`src/rtl/crack_result_collector.sv`:
```
// Picks the first RC4 search core to crack and stops all cores. Latches the winning
// key, copies the winner's decrypted message into the result RAM and drives the status LEDs.
module crack_result_collector #(
    parameter int CORE_NUMBER    = 4,
    parameter int MESSAGE_LENGTH = 32,
    parameter int RD_WAIT        = 2
) (
    input  logic                            clk,
    input  logic                            rst,
    input  logic [CORE_NUMBER-1:0]          core_cracked,
    input  logic [CORE_NUMBER-1:0]          core_failed,
    input  logic [24*CORE_NUMBER-1:0]       core_key,
    input  logic [8*CORE_NUMBER-1:0]        core_q_d,
    output logic                            done,
    output logic [4:0]                      core_address_d,
    output logic                            wren_o,
    output logic [4:0]                      address_o,
    output logic [7:0]                      data_o,
    output logic [23:0]                     final_secret_key,
    output logic [$clog2(CORE_NUMBER)-1:0]  winner,
    output logic                            copy_done,
    output logic                            cracked,
    output logic                            failed,
    output logic                            not_done
);

    localparam int WW     = $clog2(CORE_NUMBER);
    localparam int WAIT_W = (RD_WAIT > 1) ? $clog2(RD_WAIT + 1) : 1;
    localparam logic [WAIT_W-1:0] WAIT_LAST = WAIT_W'(RD_WAIT - 1);
    localparam logic [4:0]        K_LAST    = 5'(MESSAGE_LENGTH - 1);

    typedef enum logic [2:0] {
        SEARCH,
        COPY_ADDR,
        COPY_WAIT,
        COPY_WRITE,
        CRACKED,
        FAILED
    } state_t;

    state_t              state, state_n;
    logic [4:0]          k, k_n;
    logic [WAIT_W-1:0]   wait_cnt, wait_n;
    logic                done_n, wren_n, copy_done_n, cracked_n, failed_n, not_done_n;
    logic [4:0]          core_address_n, address_n;
    logic [7:0]          data_n;
    logic [23:0]         key_n;
    logic [WW-1:0]       winner_n;
    logic [WW-1:0]       lowest;

    // Lowest-index cracked core wins a simultaneous crack.
    always_comb begin
        lowest = '0;
        for (int i = CORE_NUMBER - 1; i >= 0; i--) begin
            if (core_cracked[i]) begin
                lowest = WW'(i);
            end
        end
    end

    always_comb begin
        state_n        = state;
        k_n            = k;
        wait_n         = wait_cnt;
        done_n         = done;
        wren_n         = 1'b0;
        core_address_n = core_address_d;
        address_n      = address_o;
        data_n         = data_o;
        key_n          = final_secret_key;
        winner_n       = winner;
        copy_done_n    = copy_done;
        cracked_n      = cracked;
        failed_n       = failed;
        not_done_n     = not_done;

        case (state)
            SEARCH: begin
                if (|core_cracked) begin
                    winner_n = lowest;
                    key_n    = core_key[24*lowest +: 24];
                    done_n   = 1'b1;
                    k_n      = '0;
                    state_n  = COPY_ADDR;
                end else if (&core_failed) begin
                    state_n = FAILED;
                end
            end
            COPY_ADDR: begin
                core_address_n = k;
                wait_n         = '0;
                state_n        = COPY_WAIT;
            end
            COPY_WAIT: begin
                if (wait_cnt == WAIT_LAST) begin
                    state_n = COPY_WRITE;
                end else begin
                    wait_n = wait_cnt + 1'b1;
                end
            end
            COPY_WRITE: begin
                address_n = k;
                data_n    = core_q_d[8*winner +: 8];
                wren_n    = 1'b1;
                if (k == K_LAST) begin
                    state_n = CRACKED;
                end else begin
                    k_n     = k + 5'd1;
                    state_n = COPY_ADDR;
                end
            end
            CRACKED: begin
                copy_done_n = 1'b1;
                cracked_n   = 1'b1;
                not_done_n  = 1'b0;
            end
            FAILED: begin
                failed_n   = 1'b1;
                not_done_n = 1'b0;
                done_n     = 1'b0;
            end
            default: state_n = SEARCH;
        endcase
    end

    always_ff @(posedge clk) begin
        if (rst) begin
            state            <= SEARCH;
            k                <= '0;
            wait_cnt         <= '0;
            done             <= 1'b0;
            wren_o           <= 1'b0;
            core_address_d   <= '0;
            address_o        <= '0;
            data_o           <= '0;
            final_secret_key <= '0;
            winner           <= '0;
            copy_done        <= 1'b0;
            cracked          <= 1'b0;
            failed           <= 1'b0;
            not_done         <= 1'b1;
        end else begin
            state            <= state_n;
            k                <= k_n;
            wait_cnt         <= wait_n;
            done             <= done_n;
            wren_o           <= wren_n;
            core_address_d   <= core_address_n;
            address_o        <= address_n;
            data_o           <= data_n;
            final_secret_key <= key_n;
            winner           <= winner_n;
            copy_done        <= copy_done_n;
            cracked          <= cracked_n;
            failed           <= failed_n;
            not_done         <= not_done_n;
        end
    end

endmodule
```
`config.mk`:
```
export PLATFORM = sky130hd
export DESIGN_NAME = crack_result_collector
export DESIGN_NICKNAME = d
export VERILOG_FILES = /design/src/rtl/crack_result_collector.sv
export SDC_FILE = /design/constraint.sdc
export NUM_CORES = 1
export LEC_CHECK = 0
export ABC_AREA = 1
export CAP_MARGIN = 10
export CORE_MARGIN = 1.5
export CORE_UTILIZATION = 35
export DETAILED_ROUTE_END_ITERATION = 7
export HOLD_SLACK_MARGIN = 0.06
export PLACE_DENSITY_LB_ADDON = 0.12
export SYNTH_ARGS = -nofsm -noshare
export SYNTH_HDL_FRONTEND = slang
export SYNTH_SLANG_ARGS = --single-unit
```
`constraint.sdc`:
```
create_clock -name clk -period 1.4 [get_ports clk]
set_clock_uncertainty 0.15 [all_clocks]
set_input_delay 0.35 -clock clk [delete_from_list [all_inputs] [get_ports clk]]
set_output_delay 0.35 -clock clk [all_outputs]
set_load 0.01 [all_outputs]
```
==> flow_summary.toml, run 1 <==
[yosys]
ys_types = 33
postSynthCellCount = 513
yosys.area.top_type_share = 0.351
synthFlopType = "dfxtp_1"
synthesis.area_um2 = 3360
synth_nets = 654
synth-edff-count = 0
yosysSeqAreaShare = 0.351
yosysWarnings = 0
synth_top_cells_by_area = "dfxtp_1 (35%), nand3_1 (19%), nand2_1 (13%)"
async_reset_ff_frac = 0
avgSynthCellArea_um2 = 6.55
yosys.area.top_type = "dfxtp_1"
ys_ff_latch = 59

[sta]
final-hold-violation-count = 0
slew_headroom = 0.769
fmax_mhz = 625
finalWorstPathRequiredPeriod_ns = 1.60
report.final.slew_viol_count = 0
final.period_utilization = 1.14
setup_viol_count_final = 13
worst_slack_ns = -0.201
tightestPinTransition_ns = 0.346
setup_repair_after_global_routing_missed_its_margin = "yes"

[flow_run]
max_cap_viol_count = 0

[placed_design]
detailedPlacementHpwl_mm = 8.54
dp_worst_setup_slack_ns = -0.585
gp_congestion = 0.836
place_area_um2 = 5530
port_buffers = 187

[floorplan]
core_um2 = 9280
ioPinCount = 188
row_count = 35
dieArea_um2 = 10200
die_height_um = 101
initial_standard_cell_utilization_of_the_core = 0.362
fp.dieW_um = 101

[critical_path]
worstPathRequired_ns = 1.49
setup.worst_path.start_class = "register"
reg2reg_depth = 9
reg2reg_from = "k[0]"
worst-setup-path-type = "register to register"
timing.critical_path.to_type = "register"
cp_max_fo = 5
worst_ep_arrival_time_ns = 1.69
critical_path.reg2reg.endpoint = "k[2]"
r2r_slack_ns = -0.20

[pwr]
finalPower_mw = 8.37
powerDensity_nw_per_um2 = 1360
irDropWorstVdd_uv = 648
total_leakage_power_nw = 2.82

[route]
detail_route.vias_per_cell = 5.08
detail_route.wl_per_cell_um = 16.1
drc = 0
routed_wirelength_mm = 14.1
drt-pass1-iter-count = 6
dr_total_vias = 4429
detailed_route_iter0_violations = 141
route.antenna.remaining_nets = 0

[cells_and_area]
final_nets = 879
area_growth_pct = 83.5
insertedDiodeCount = 0
layout-drive-gt1-share = 0.288
final_cell_area_um2 = 6170

[clocking]
cts.htree.levels = 3
cts_inserted_buffers = 9
max-clock-path-buffers = 2
clock_insertion_delay_worst_skew_ns = 0.34
cts_root_buf = "clkbuf_8"
cts_tree = "done"
cts.sink_count = 59
path_clk_slew_ns = 0.08

[global_routing]
grt_overflow_total = 0
grt_first_pass_wirelength_mm = 19.4
grt_antenna_before_repair = 1
grtUsageTotal = 0.244
grt_start_max_net_pins = 50
first_global_vias = 4163

[worst_hold_path]
hp-class = "register to register"
worst_hold_startpoint = "final_secret_key[6]"
hold-path-cell-count = 2
whs_endpoint = "final_secret_key[6]"

[status]
run_status = "finished with violations"
violated_checks = "negative setup slack"
-- where the power goes --
group          switching, mW  internal, mW  total (mW)  leakage [nW]
Combinational           2.16          1.81        3.97          2.21
Sequential             0.305          2.22        2.53         0.496
Clock                  0.751          1.13        1.88         0.119
-- synthesized netlist by cell type, types with 2 or more instances --
master,number
nand3_1,126
nand2_1,120
dfxtp_1,59
nor2_1,51
o21ai_0,38
inv_1,29
a21oi_1,17
buf_2,10
clkbuf_1,9
o22ai_1,9
buf_4,6
inv_2,5
buf_1,3
buf_6,3
ha_1,3
nand2_4,3
nand4_1,3
o21ai_1,3
nand2_2,2
-- per-stage QoR --
| step | hold slack (ns) | setup TNS [ns] | instances | util |
|---|---|---|---|---|
| finish | 0.296 | -1.25 | 872 | 0.665 |
| global route | 0.312 | -3.39 | 872 | 0.665 |
| CTS | 0.302 | -1.04 | 854 | 0.623 |
| detailed placement | 0.293 | -21.40 | 830 | 0.596 |
| global placement | 0.287 | -20.76 | 830 | 0.596 |
| floorplan | 0.310 | -0.405 | 513 | - |
-- kinds of logic (layout without fill, tap and decap cells) --
logic type,after synthesis,in the layout,synth area share
adder cells (fa/ha/maj),3,3,0.0112
AO/OA/AOI/OAI,69,69,0.111
XOR/XNOR,1,1,0.00261
AND/OR/NAND/NOR,314,316,0.428
flip-flops,59,59,0.351
buffers and inverters,67,295,0.0956
-- what timing repair did --
action	4_1_cts	5_1_grt
gates resized for setup	225	80
gates cloned	4	11
hold buffers	0	0
buffers inserted	4	8
endpoints found under the setup margin	84	62
pin swaps	17	42
-- registers in the layout, indices dropped and copies added, names as in the netlist, 2 cells and up --
signal            count
k                     5
core_address_d        5
address_o             5
final_secret_key     24
data_o                8
wait_cnt              2
state                 3
winner                2
-- routing by layer --
layer  vias to the layer above  global-route usage  routed length (µm)
li1                       2156                   -                   -
met1                      2026               0.266                5170
met2                       209               0.438                7270
met3                        36              0.0825                1200
met4                         2              0.0887                 399
met5                         -                   0                  12
-- area by class of cell --
| class | instances | area (µm²) |
|---|---|---|
| fillers | 822 | 3110 |
| repair buffers | 241 | 2270 |
| multi-input cells | 389 | 2090 |
| flip-flops and latches | 59 | 1230 |
| well taps | 129 | 161 |
| inverters | 35 | 156 |
| clock buffers | 10 | 149 |
| clock inverters | 6 | 93.8 |
| repair inverters | 3 | 22.5 |
-- layout by cell type (no fill, tap or decap), types with 9 or more instances in the layout --
cell type          n
buf_6             10
dfxtp_2           27
dfxtp_1           29
buf_2             48
nand3_1          108
nor2_1            47
a21oi_1           16
clkdlybuf4s50_1  133
inv_1             23
clkbuf_8           9
nand3_2           19
buf_4             32
o21ai_0           32
nand2_1          115
-- worst max-delay path by stage --
stage,start,endpoint,slack (ns),cells after the start
6_report,k[0],k[2],-0.20,9
5_1_grt,k[0],k[0],-0.30,10
2_1_floorplan,k[0],k[0],-0.09,10
4_1_cts,k[0],k[0],-0.18,10
3_5_place_dp,core_cracked[0],k[1],-0.59,6
3_3_place_gp,core_cracked[2],winner[0],-0.56,7
-- worst max-delay path, stage by stage, from the launching register on --
cell and delay (ns):
dfxtp_4 0.35, ha_4 0.16, nand2_4 0.07, nor2_4 0.04
ha_4 0.16, nand4_1 0.11, nand2_2 0.12, buf_6 0.14
o21ai_2 0.14, a21oi_2 0.06
Power figures use the tool's default switching activity.
==> inputs of run 2 (changes only) <==
CTS_CLUSTER_SIZE = 24   (was not set)
PLACE_DENSITY = 0.88   (was not set)
PLACE_DENSITY_LB_ADDON = not set   (was 0.12)
==> run 2 against run 1 <==
  * The flow still finishes with violations (negative setup slack)
  * Maximum frequency down 0.36%
  * Critical endpoint is now k[1]
  * Non-clock buffer count up 7
  * Sequential power down 2%
  * Combinational power up 5%
  * Clock power about the same
  * Register-to-register slack about the same
  * Sequential share of layout area down 0.75 points
  * Total power up 1.7%
  * Critical path depth unchanged
==> flow_summary.toml, run 2 (synthesized netlist as in run 1, its figures left out) <==
[status]
run_status = "finished with violations"
violated_checks = "negative setup slack"

[pwr]
irDropWorstVdd_uv = 920
finalPower_mw = 8.51
powerDensity_nw_per_um2 = 1340
total_leakage_power_nw = 2.91

[cells_and_area]
filler_cell_count = 720
area_growth_pct = 88.6
most_common_cell_after_layout_fill_and_taps_aside = "clkdlybuf4s50_1"
layout.cells.most_common_list = "clkdlybuf4s50_1 (133), nand2_1 (114), nand3_1 (91)"
layout-drive-gt1-share = 0.321
registers.top_by_ff_count = "final_secret_key"
biggestRegsByFlops = "final_secret_key (24), data_o (8)"
post-route-util = 0.683
largest_register_ff_count = 24
insertedDiodeCount = 0
final_nets = 884

[critical_path]
worst-setup-path-type = "register to register"
worst_ep_arrival_time_ns = 1.73
worstPathRequired_ns = 1.52
cp_slowest_cell = "dfxtp_4"
cp_max_fo = 3
setup.worst_path.start_class = "register"
worstPathCellList = "ha_4 -> nand2_4 -> nor2_4 -> ha_4 -> buf_4 -> or2_4 -> inv_2 -> nand2_1 -> a21oi_1"
worst_path_dominant_cell_family = "simple AND/OR/NAND/NOR gates"
cp.buffers_inverters = 2
critical-path-max-stage-delay_ns = 0.35
setup.worst_path.start = "k[0]"
timing.critical_path.to_type = "register"
reg2reg_from = "k[0]"
critical-path-top-cell-by-count = "ha_4"

[global_routing]
first_global_vias = 4451
grt_overflow_total = 0
grt_start_max_net_pins = 50
grt_antenna_before_repair = 0
grt_first_pass_wirelength_mm = 20.6
grtUsageTotal = 0.260

[clocking]
cts.sink_count = 59
cts.htree.levels = 3
total_of_hold_buffers_inserted_after_clock_tree_synthesis = 0
cts_tree = "done"
cts_inserted_buffers = 9
path_clk_slew_ns = 0.07
max-clock-path-buffers = 2
cts_root_buf = "clkbuf_8"
clock_insertion_delay_worst_skew_ns = 0.34

[sta]
setup_repair_after_global_routing_missed_its_margin = "yes"
fmax_mhz = 622
finalWorstPathRequiredPeriod_ns = 1.61
slew_headroom = 0.809
final.period_utilization = 1.15
tightestPinTransition_ns = 0.284
final-hold-violation-count = 0
setup_viol_count_final = 10
worst_slack_ns = -0.207
report.final.slew_viol_count = 0

[route]
detailed_route_iter0_violations = 283
routed_wirelength_mm = 14.3
dr_total_vias = 4586
drc = 0
detail_route.vias_per_cell = 5.23
route.antenna.remaining_nets = 0
detail_route.wl_per_cell_um = 16.3
drt-pass1-iter-count = 5

[floorplan]
initial_standard_cell_utilization_of_the_core = 0.362
ioPinCount = 188
core_um2 = 9280
die_height_um = 101
fp.dieW_um = 101
dieArea_um2 = 10200
row_count = 35

[placed_design]
gp_congestion = 0.867
dp_worst_setup_slack_ns = -0.618
port_buffers = 187
detailedPlacementHpwl_mm = 8.89

[worst_hold_path]
worst_hold_startpoint = "final_secret_key[16]"
hp-class = "register to register"

[flow_run]
max_cap_viol_count = 0
-- run 2: cell type report --
type	count	area [µm²]	share of cell area
Tap cell	129	161	0.0255
Clock inverter	7	115	0.0182
Timing Repair Buffer	248	2380	0.375
Sequential cell	59	1210	0.191
Timing Repair inverter	1	7.51	0.00118
Multi-Input combinational cell	389	2200	0.346
Inverter	35	146	0.0231
Clock buffer	9	124	0.0195
-- run 2: worst paths after layout --
path / slack [ns] / depth (start not counted) / to
max: -0.21 / 9 / k[1]
max reg2reg: -0.21 / 9 / k[1]
min reg2reg: 0.30 / 2 / final_secret_key[16]
min: 0.30 / 2 / final_secret_key[16]
-- run 2: repair_timing --
action / CTS / global route
setup endpoints to repair: 92 / 62
gates resized for setup: 256 / 89
setup buffers: 13 / 7
endpoints found under the hold margin: 0 / 0
gates cloned: 10 / 2
pin swaps: 31 / 50
-- run 2: worst reg2reg max path, cell delays in order, from the launching register on --
cell	delay [ns]
dfxtp_4	0.35
ha_4	0.17
nand2_4	0.08
nor2_4	0.05
ha_4	0.16
buf_4	0.13
or2_4	0.24
inv_2	0.06
nand2_1	0.04
a21oi_1	0.10
-- run 2: where the power goes --
group	switching, mW	total [mW]	internal (mW)
Sequential	0.275	2.47	2.20
Clock	0.700	1.88	1.18
Combinational	2.26	4.15	1.90
-- run 2: stage by stage --
| step | hold slack (ns) | cell area [µm²] | setup TNS [ns] | cells |
|---|---|---|---|---|
| after floorplan | 0.310 | 3400 | -0.405 | 513 |
| after global placement | 0.285 | 5540 | -21.16 | 831 |
| after detailed placement | 0.290 | 5540 | -21.94 | 831 |
| after CTS | 0.302 | 6140 | -0.915 | 869 |
| after global routing | 0.311 | 6340 | -3.54 | 877 |
| final | 0.298 | 6340 | -1.43 | 877 |
-- run 2: layer usage --
layer | share of wire | global-route usage
met4 | 0.041 | 0.121
met5 | 0 | 0
met3 | 0.091 | 0.0617
met1 | 0.35 | 0.272
met2 | 0.52 | 0.488
==> inputs of run 3 (changes only) <==
CORE_ASPECT_RATIO = 0.75   (was not set)
CORE_UTILIZATION = 42   (was 35)
CTS_CLUSTER_SIZE = 20   (was 24)
PLACE_DENSITY = 0.95   (was 0.88)
clock period = 1.95 ns   (was 1.4 ns; I/O delays follow)
==> run 3 against run 2 <==
  * The run now ends clean
  * Flip-flop and latch count unchanged
  * First-iteration DRC count grew 29%
  * Non-clock buffer count down 45
  * Core utilization rose by 3.7 points
  * Clock-buffer cell count rose by 3
  * Combinational power down 41%
  * Largest power group unchanged
==> flow_summary.toml, run 3 (synthesized netlist as in run 1, its figures left out) <==
[critical_path]
cp.buffers_inverters = 1
worstPathRequired_ns = 1.31
timing.critical_path.to_type = "output port"
reg2reg_depth = 8
reg2reg_from = "k[0]"
critical-path-max-stage-delay_ns = 0.60
worst_ep_arrival_time_ns = 1.27
r2r_slack_ns = 0.18
worst-path-stages = 1
worstPathCellList = "clkdlybuf4s50_1"
worst_path_dominant_cell_family = "buffers and inverters"
critical_path.reg2reg.endpoint = "k[3]"
setup.worst_path.start = "final_secret_key[10]"
worst-setup-path-type = "register to output port"
setup.worst_path.start_class = "register"
cp_slowest_cell = "clkdlybuf4s50_1"
crit_end = "final_secret_key[10]"
cp_max_fo = 2

[pwr]
irDropWorstVdd_uv = 795
total_leakage_power_nw = 2.44
powerDensity_nw_per_um2 = 1010

[global_routing]
grtUsageTotal = 0.276
grt_start_max_net_pins = 48
grt_first_pass_wirelength_mm = 18.6
grt_overflow_total = 0
first_global_vias = 3988
grt_antenna_before_repair = 0

[sta]
final.period_utilization = 0.979
slew_headroom = 0.678
tightestPinTransition_ns = 0.482
finalWorstPathRequiredPeriod_ns = 1.91
worst_slack_ns = 0.0418
report.final.slew_viol_count = 0
final-hold-violation-count = 0
setup_viol_count_final = 0
fmax_mhz = 524
setup_repair_after_global_routing_missed_its_margin = "yes"
setup_total_negative_slack_ns = 0
worst_hold_margin_ns = 0.303

[cells_and_area]
layout.cells.most_common_list = "clkdlybuf4s50_1 (186), nand3_1 (126), nand2_1 (119)"
most_common_cell_after_layout_fill_and_taps_aside = "clkdlybuf4s50_1"
insertedDiodeCount = 0
layout-drive-gt1-share = 0.0814
largest_register_ff_count = 24
multi_input_comb_area_um2 = 1870
biggestRegsByFlops = "final_secret_key (24), data_o (8)"
final_cell_area_um2 = 5620
area_growth_pct = 67.2
register_area_um2 = 1190
filler_cell_count = 587
registers.top_by_ff_count = "final_secret_key"
final_nets = 836

[placed_design]
detailedPlacementHpwl_mm = 8.81
dp_worst_setup_slack_ns = -0.234
port_buffers = 187
gp_congestion = 0.948
place_area_um2 = 5350

[clocking]
cts_inserted_buffers = 9
cts.sink_count = 59
path_clk_slew_ns = 0.07
post-cts-setup-buffers = 0
total_of_hold_buffers_inserted_after_clock_tree_synthesis = 0
clock_insertion_delay_worst_skew_ns = 0.34
cts_root_buf = "clkbuf_8"
max-clock-path-buffers = 2
cts.htree.levels = 3
cts_tree = "done"

[route]
route.antenna.remaining_nets = 0
drt-pass1-iter-count = 5
detailed_route_iter0_violations = 366
drc = 0
detail_route.vias_per_cell = 5.28
dr_total_vias = 4252
detail_route.wl_per_cell_um = 14.6
routed_wirelength_mm = 11.8

[floorplan]
die_height_um = 80.5
initial_standard_cell_utilization_of_the_core = 0.430
dieArea_um2 = 8560
row_count = 28
core_um2 = 7810
fp.dieW_um = 106
ioPinCount = 188

[worst_hold_path]
hp-class = "register to register"

[flow_run]
max_cap_viol_count = 0

[status]
run_status = "completed"
run 3: cell types whose count changed in the layout (fill, tap and decap cells not counted), moves of 18 or more:
cell / delta
clkdlybuf4s50_1: +53
buf_2: -50
nand3_1: +35
nand3_2: -35
buf_4: -20
o21ai_0: +20
dfxtp_1: +18
dfxtp_2: -18
run 3: through the flow:
stage,instances,utilization,total power [mW]
3_5_place_dp,789,0.684,4.22
4_1_cts,805,0.718,5.68
5_1_grt,805,0.720,6.00
3_3_place_gp,789,0.684,4.13
2_1_floorplan,513,-,3.07
6_report,805,0.720,5.69
run 3: power by group:
group | switching, mW | internal, mW
clock | 0.485 | 0.952
combinational | 1.25 | 1.19
sequential | 0.249 | 1.56
total | 1.98 | 3.70
run 3: layout make-up:
| cell class | count | share of cell area |
|---|---|---|
| clock buffers | 12 | 0.0294 |
| clock inverters | 4 | 0.0169 |
| inverters | 35 | 0.0238 |
| multi-input cells | 387 | 0.332 |
| flip-flops and latches | 59 | 0.212 |
| well taps | 105 | 0.0234 |
| repair buffers | 203 | 0.363 |
run 3: how the worst min path moves through the flow:
stage / slack (ns) / startpoint / cells after the start / end
2_1_floorplan: 0.31 / k[4] / 2 / address_o[4]
3_3_place_gp: 0.29 / final_secret_key[13] / 2 / final_secret_key[13]
3_5_place_dp: 0.29 / final_secret_key[13] / 2 / final_secret_key[13]
4_1_cts: 0.30 / final_secret_key[13] / 2 / final_secret_key[13]
5_1_grt: 0.32 / final_secret_key[11] / 2 / final_secret_key[11]
6_report: 0.30 / final_secret_key[23] / 2 / final_secret_key[23]
run 3: per-layer routing:
layer	wire length, µm	track usage	part of all wire	vias to the layer above
met5	0	0	0	-
met4	383	0.130	0.032	0
met3	876	0.0609	0.074	40
met2	5610	0.478	0.48	232
met1	4920	0.327	0.42	1913
li1	-	-	-	2067
run 3: repair_timing:
item,in CTS,in global routing
pin swaps,0,1
hold endpoints to repair,0,0
resized for setup,3,6
endpoints found under the setup margin,1,5
==> RTL edit 1 (flow settings as in run 2) <==
Put one more register stage on the output `failed`, with the module's reset. The value now appears one clock later. The other outputs are not delayed to match.
--- a/src/rtl/crack_result_collector.sv
+++ b/src/rtl/crack_result_collector.sv
@@ -40,2 +40,4 @@
 
+    logic failed_s0;
+
     state_t              state, state_n;
@@ -73,3 +75,3 @@
         cracked_n      = cracked;
-        failed_n       = failed;
+        failed_n       = failed_s0;
         not_done_n     = not_done;
@@ -139,3 +141,3 @@
             cracked          <= 1'b0;
-            failed           <= 1'b0;
+            failed_s0        <= 1'b0;
             not_done         <= 1'b1;
@@ -154,3 +156,3 @@
             cracked          <= cracked_n;
-            failed           <= failed_n;
+            failed_s0        <= failed_n;
             not_done         <= not_done_n;
@@ -159,2 +161,10 @@
 
+    always_ff @(posedge clk) begin
+        if (rst) begin
+            failed <= '0;
+        end else begin
+            failed <= failed_s0;
+        end
+    end
+
 endmodule
Formal check against the unedited RTL: not equivalent (Yosys sat finds a counterexample within 4 cycles, from zero or initial values and one cycle with rst high).
==> RTL edit 1 against run 2 <==
Wire length is 9.9% lower. The run still ends with negative setup slack left. Critical path type unchanged. Synthesized area is 1.6% higher. Total power is 4.0% lower. Worst hold slack worse by 0.011 ns. Critical path depth is 1 lower. Final area is 3.9% lower. Final cell count is 0.68% lower. Sequential cell count is 1 higher. Global-route usage is 2.8 points lower. Setup slack better by 0.014 ns. Sequential power is 4% higher.
==> RTL edit 1: results <==
metrics = {
    "grt": {
        "grtUsageMet2_pct": 42.1,
        "grt_pass1_vias": 4044,
        "grt_pass1_wl_um": 18800,
        "use_met1_pct": 25.7,
    },
    "hold_path": {
        "min_to": "failed",
    },
    "detailed_routing": {
        "avgRoutedWirePerCell_um": 14.8,
        "drt_iter0_drc": 253,
    },
    "run_status": {
        "violations": "negative setup slack",
        "status": "finished, violations left",
    },
    "logic_synthesis": {
        "synth_fp_nets": 659,
        "syn_area_per_cell_um2": 6.60,
        "synth_common_cells": "nand3_1, nand2_1, dfxtp_1, nor2_1, o21ai_0",
        "yosysSeqAreaShare_pct": 35.2,
    },
    "timing": {
        "worstMarginPinSlew_ns": 0.230,
        "finalWorstSetupSlack_ns": -0.193,
        "setup_viol": 32,
    },
    "final_layout": {
        "fin_nets": 879,
        "fin_cells": 871,
    },
    "placed_design": {
        "gp_congestion": 0.917,
        "place_area_mm2": 0.00556,
        "hpwl_um": 8870,
    },
    "setup_path": {
        "r2r-start": "k[1]",
        "ff2ff_path_depth": 8,
        "r2r_end": "k[3]",
    },
    "power": {
        "leakagePower_uw": 0.00281,
    },
}
==> RTL edit 1: what timing repair did <==
| item | in CTS | in global routing |
|---|---|---|
| gates cloned | 4 | 3 |
| setup buffers | 4 | 14 |
| gates resized for setup | 223 | 74 |
| pin swaps | 13 | 54 |
| endpoints found under the hold margin | 0 | 0 |
| setup endpoints to repair | 87 | 58 |
==> RTL edit 1: per-layer routing <==
layer	wire, µm	part of all wire [%]
met5	0	0
met3	1020	7.9
met1	4640	36
met4	338	2.6
met2	6860	53
==> RTL edit 1: cells by family after synthesis <==
family / synth area share, %
adders and majority gates: 1.10
AOI/OAI and AO/OA: 10.5
xor gates and xnor gates: 0.256
DFF: 35.2
buffers and inverters: 9.85
and+or+nand+nor: 43.2
==> RTL edit 1: layout make-up <==
type / count / area (µm²) / area share, %
sequential: 60 / 1230 / 20.2
tap: 129 / 161 / 2.65
clock inverter: 5 / 52.6 / 0.862
timing repair buffer: 241 / 2250 / 37.0
clock buffer: 10 / 138 / 2.26
multi-input combinational: 391 / 2090 / 34.3
inverter: 35 / 169 / 2.77
==> RTL edit 1: per-stage QoR <==
stage | setup TNS (ns) | total power (µW)
after floorplan | -0.303 | 4510
after global placement | -21.59 | 6270
after detailed placement | -23.32 | 6380
after CTS | -0.977 | 7720
after global routing | -4.31 | 8670
final | -2.09 | 8170
==> RTL edit 1: how the worst max path moves through the flow <==
stage | from | end | slack (ns) | depth (start not counted)
2_1_floorplan | k[0] | k[0] | -0.08 | 10
3_3_place_gp | core_cracked[1] | final_secret_key[4] | -0.56 | 8
3_5_place_dp | core_cracked[2] | k[1] | -0.66 | 7
4_1_cts | k[1] | k[1] | -0.20 | 8
5_1_grt | k[0] | k[0] | -0.29 | 10
6_report | k[1] | k[3] | -0.19 | 8
==> RTL edit 1: worst max-delay path, delay by kind of cell, from the launching register on <==
| family | cells | cell delay [ns] |
|---|---|---|
| adders and majority gates | 2 | 0.35 |
| and+or+nand+nor | 4 | 0.42 |
| DFF | 1 | 0.36 |
| AOI/OAI and AO/OA | 2 | 0.23 |
==> RTL edit 1: power by group through the flow <==
stage	registers, µW	logic [µW]	clock network [µW]
after global placement	2520	3750	0
final	2570	4090	1500
after floorplan	2750	1760	0
after global routing	2610	4440	1610
after detailed placement	2540	3840	0
after CTS	2530	3660	1530
==> RTL edit 2 (flow settings as in run 2) <==
Made on the original files. `CORE_NUMBER`: 4 -> 8.
--- a/src/rtl/crack_result_collector.sv
+++ b/src/rtl/crack_result_collector.sv
@@ -3,3 +3,3 @@
 module crack_result_collector #(
-    parameter int CORE_NUMBER    = 4,
+    parameter int CORE_NUMBER    = 8,
     parameter int MESSAGE_LENGTH = 32,
Ports: changed (5 resized); port bits go from 188 to 325. No check against the original RTL was run, so the function may have changed too.
==> RTL edit 2 against run 2 <==
Final area grew 79%. Clock power up 14%. Highest routed layer unchanged. The flow still finishes with violations (negative setup slack). Synthesized area increased by 52%. Largest cell class unchanged. Wire length is 120% higher. Maximum frequency decreased by 13%. Total power is 41% higher. First-iteration DRC count increased to 2.5 times the old value. Sequential cell count up 1. Non-clock buffer count rose by 220. Setup slack worse by 0.25 ns. Sequential share of layout area down 8.4 points. Final cell count grew 74%. Synthesized cell count is 81% higher.
==> RTL edit 2: results <==
metrics = {
    "power": {
        "leakagePower_uw": 0.00546,
        "p_seq_share_pct": 19.8,
        "irDropWorstVdd_uv": 1220,
        "switching_share_pct": 40.9,
    },
    "final_layout": {
        "drive_gt1_share_pct": 33.3,
        "seq_area_mm2": 0.00122,
        "multi_input_gates": 634,
        "nFillCells": 856,
    },
    "logic_synthesis": {
        "yosysSeqAreaShare_pct": 23.5,
        "synth_area_leaders": "dfxtp_1, nand3_1, nand2_1",
    },
    "timing": {
        "setup_viol": 60,
        "hold_ws_ns": 0.299,
        "max_slew_margin_pct": 75.6,
        "finalWorstSetupSlack_ns": -0.455,
    },
    "clock_tree": {
        "post_cts_resized": 335,
    },
    "setup_path": {
        "cp_slowest_cell": "dfxtp_2",
        "critPathLaunch": "state[1]",
        "setup.worst_path.end": "final_secret_key[0]",
        "cp.arrival_ns": 1.98,
    },
    "detailed_routing": {
        "avgRoutedWirePerCell_um": 20.3,
    },
    "grt": {
        "track_usage_pct": 31.4,
        "met3_usage_pct": 5.82,
    },
    "hold_path": {
        "hold_start": "final_secret_key[20]",
    },
    "run_status": {
        "violations": "negative setup slack",
        "status": "finished, violations left",
    },
}
RTL edit 2: cell count changes after synthesis, moves of 9 or more:
cell | before | now
nand3b_1 | 0 | 10
o21ai_0 | 38 | 47
inv_1 | 29 | 163
nand3_1 | 126 | 216
clkbuf_1 | 9 | 29
buf_2 | 10 | 23
nand2_1 | 120 | 232
RTL edit 2: stage by stage:
stage / cells / worst slack (ns) / util [%] / total power [µW] / cell area, µm²
finish: 1530 / -0.455 / 80.5 / 12000 / 11400
CTS: 1499 / -0.249 / 72.3 / 10100 / 10200
floorplan: 928 / -0.182 / - / 4760 / 5370
global route: 1530 / -0.548 / 80.5 / 12500 / 11400
global placement: 1454 / -1.03 / 65.6 / 7440 / 9250
detailed placement: 1454 / -1.06 / 65.6 / 7540 / 9250
RTL edit 2: logic make-up after synthesis:
logic type	count (synthesis)
simple gates	528
compound gates	103
flops	60
fa+ha+maj	3
buf+inv	234
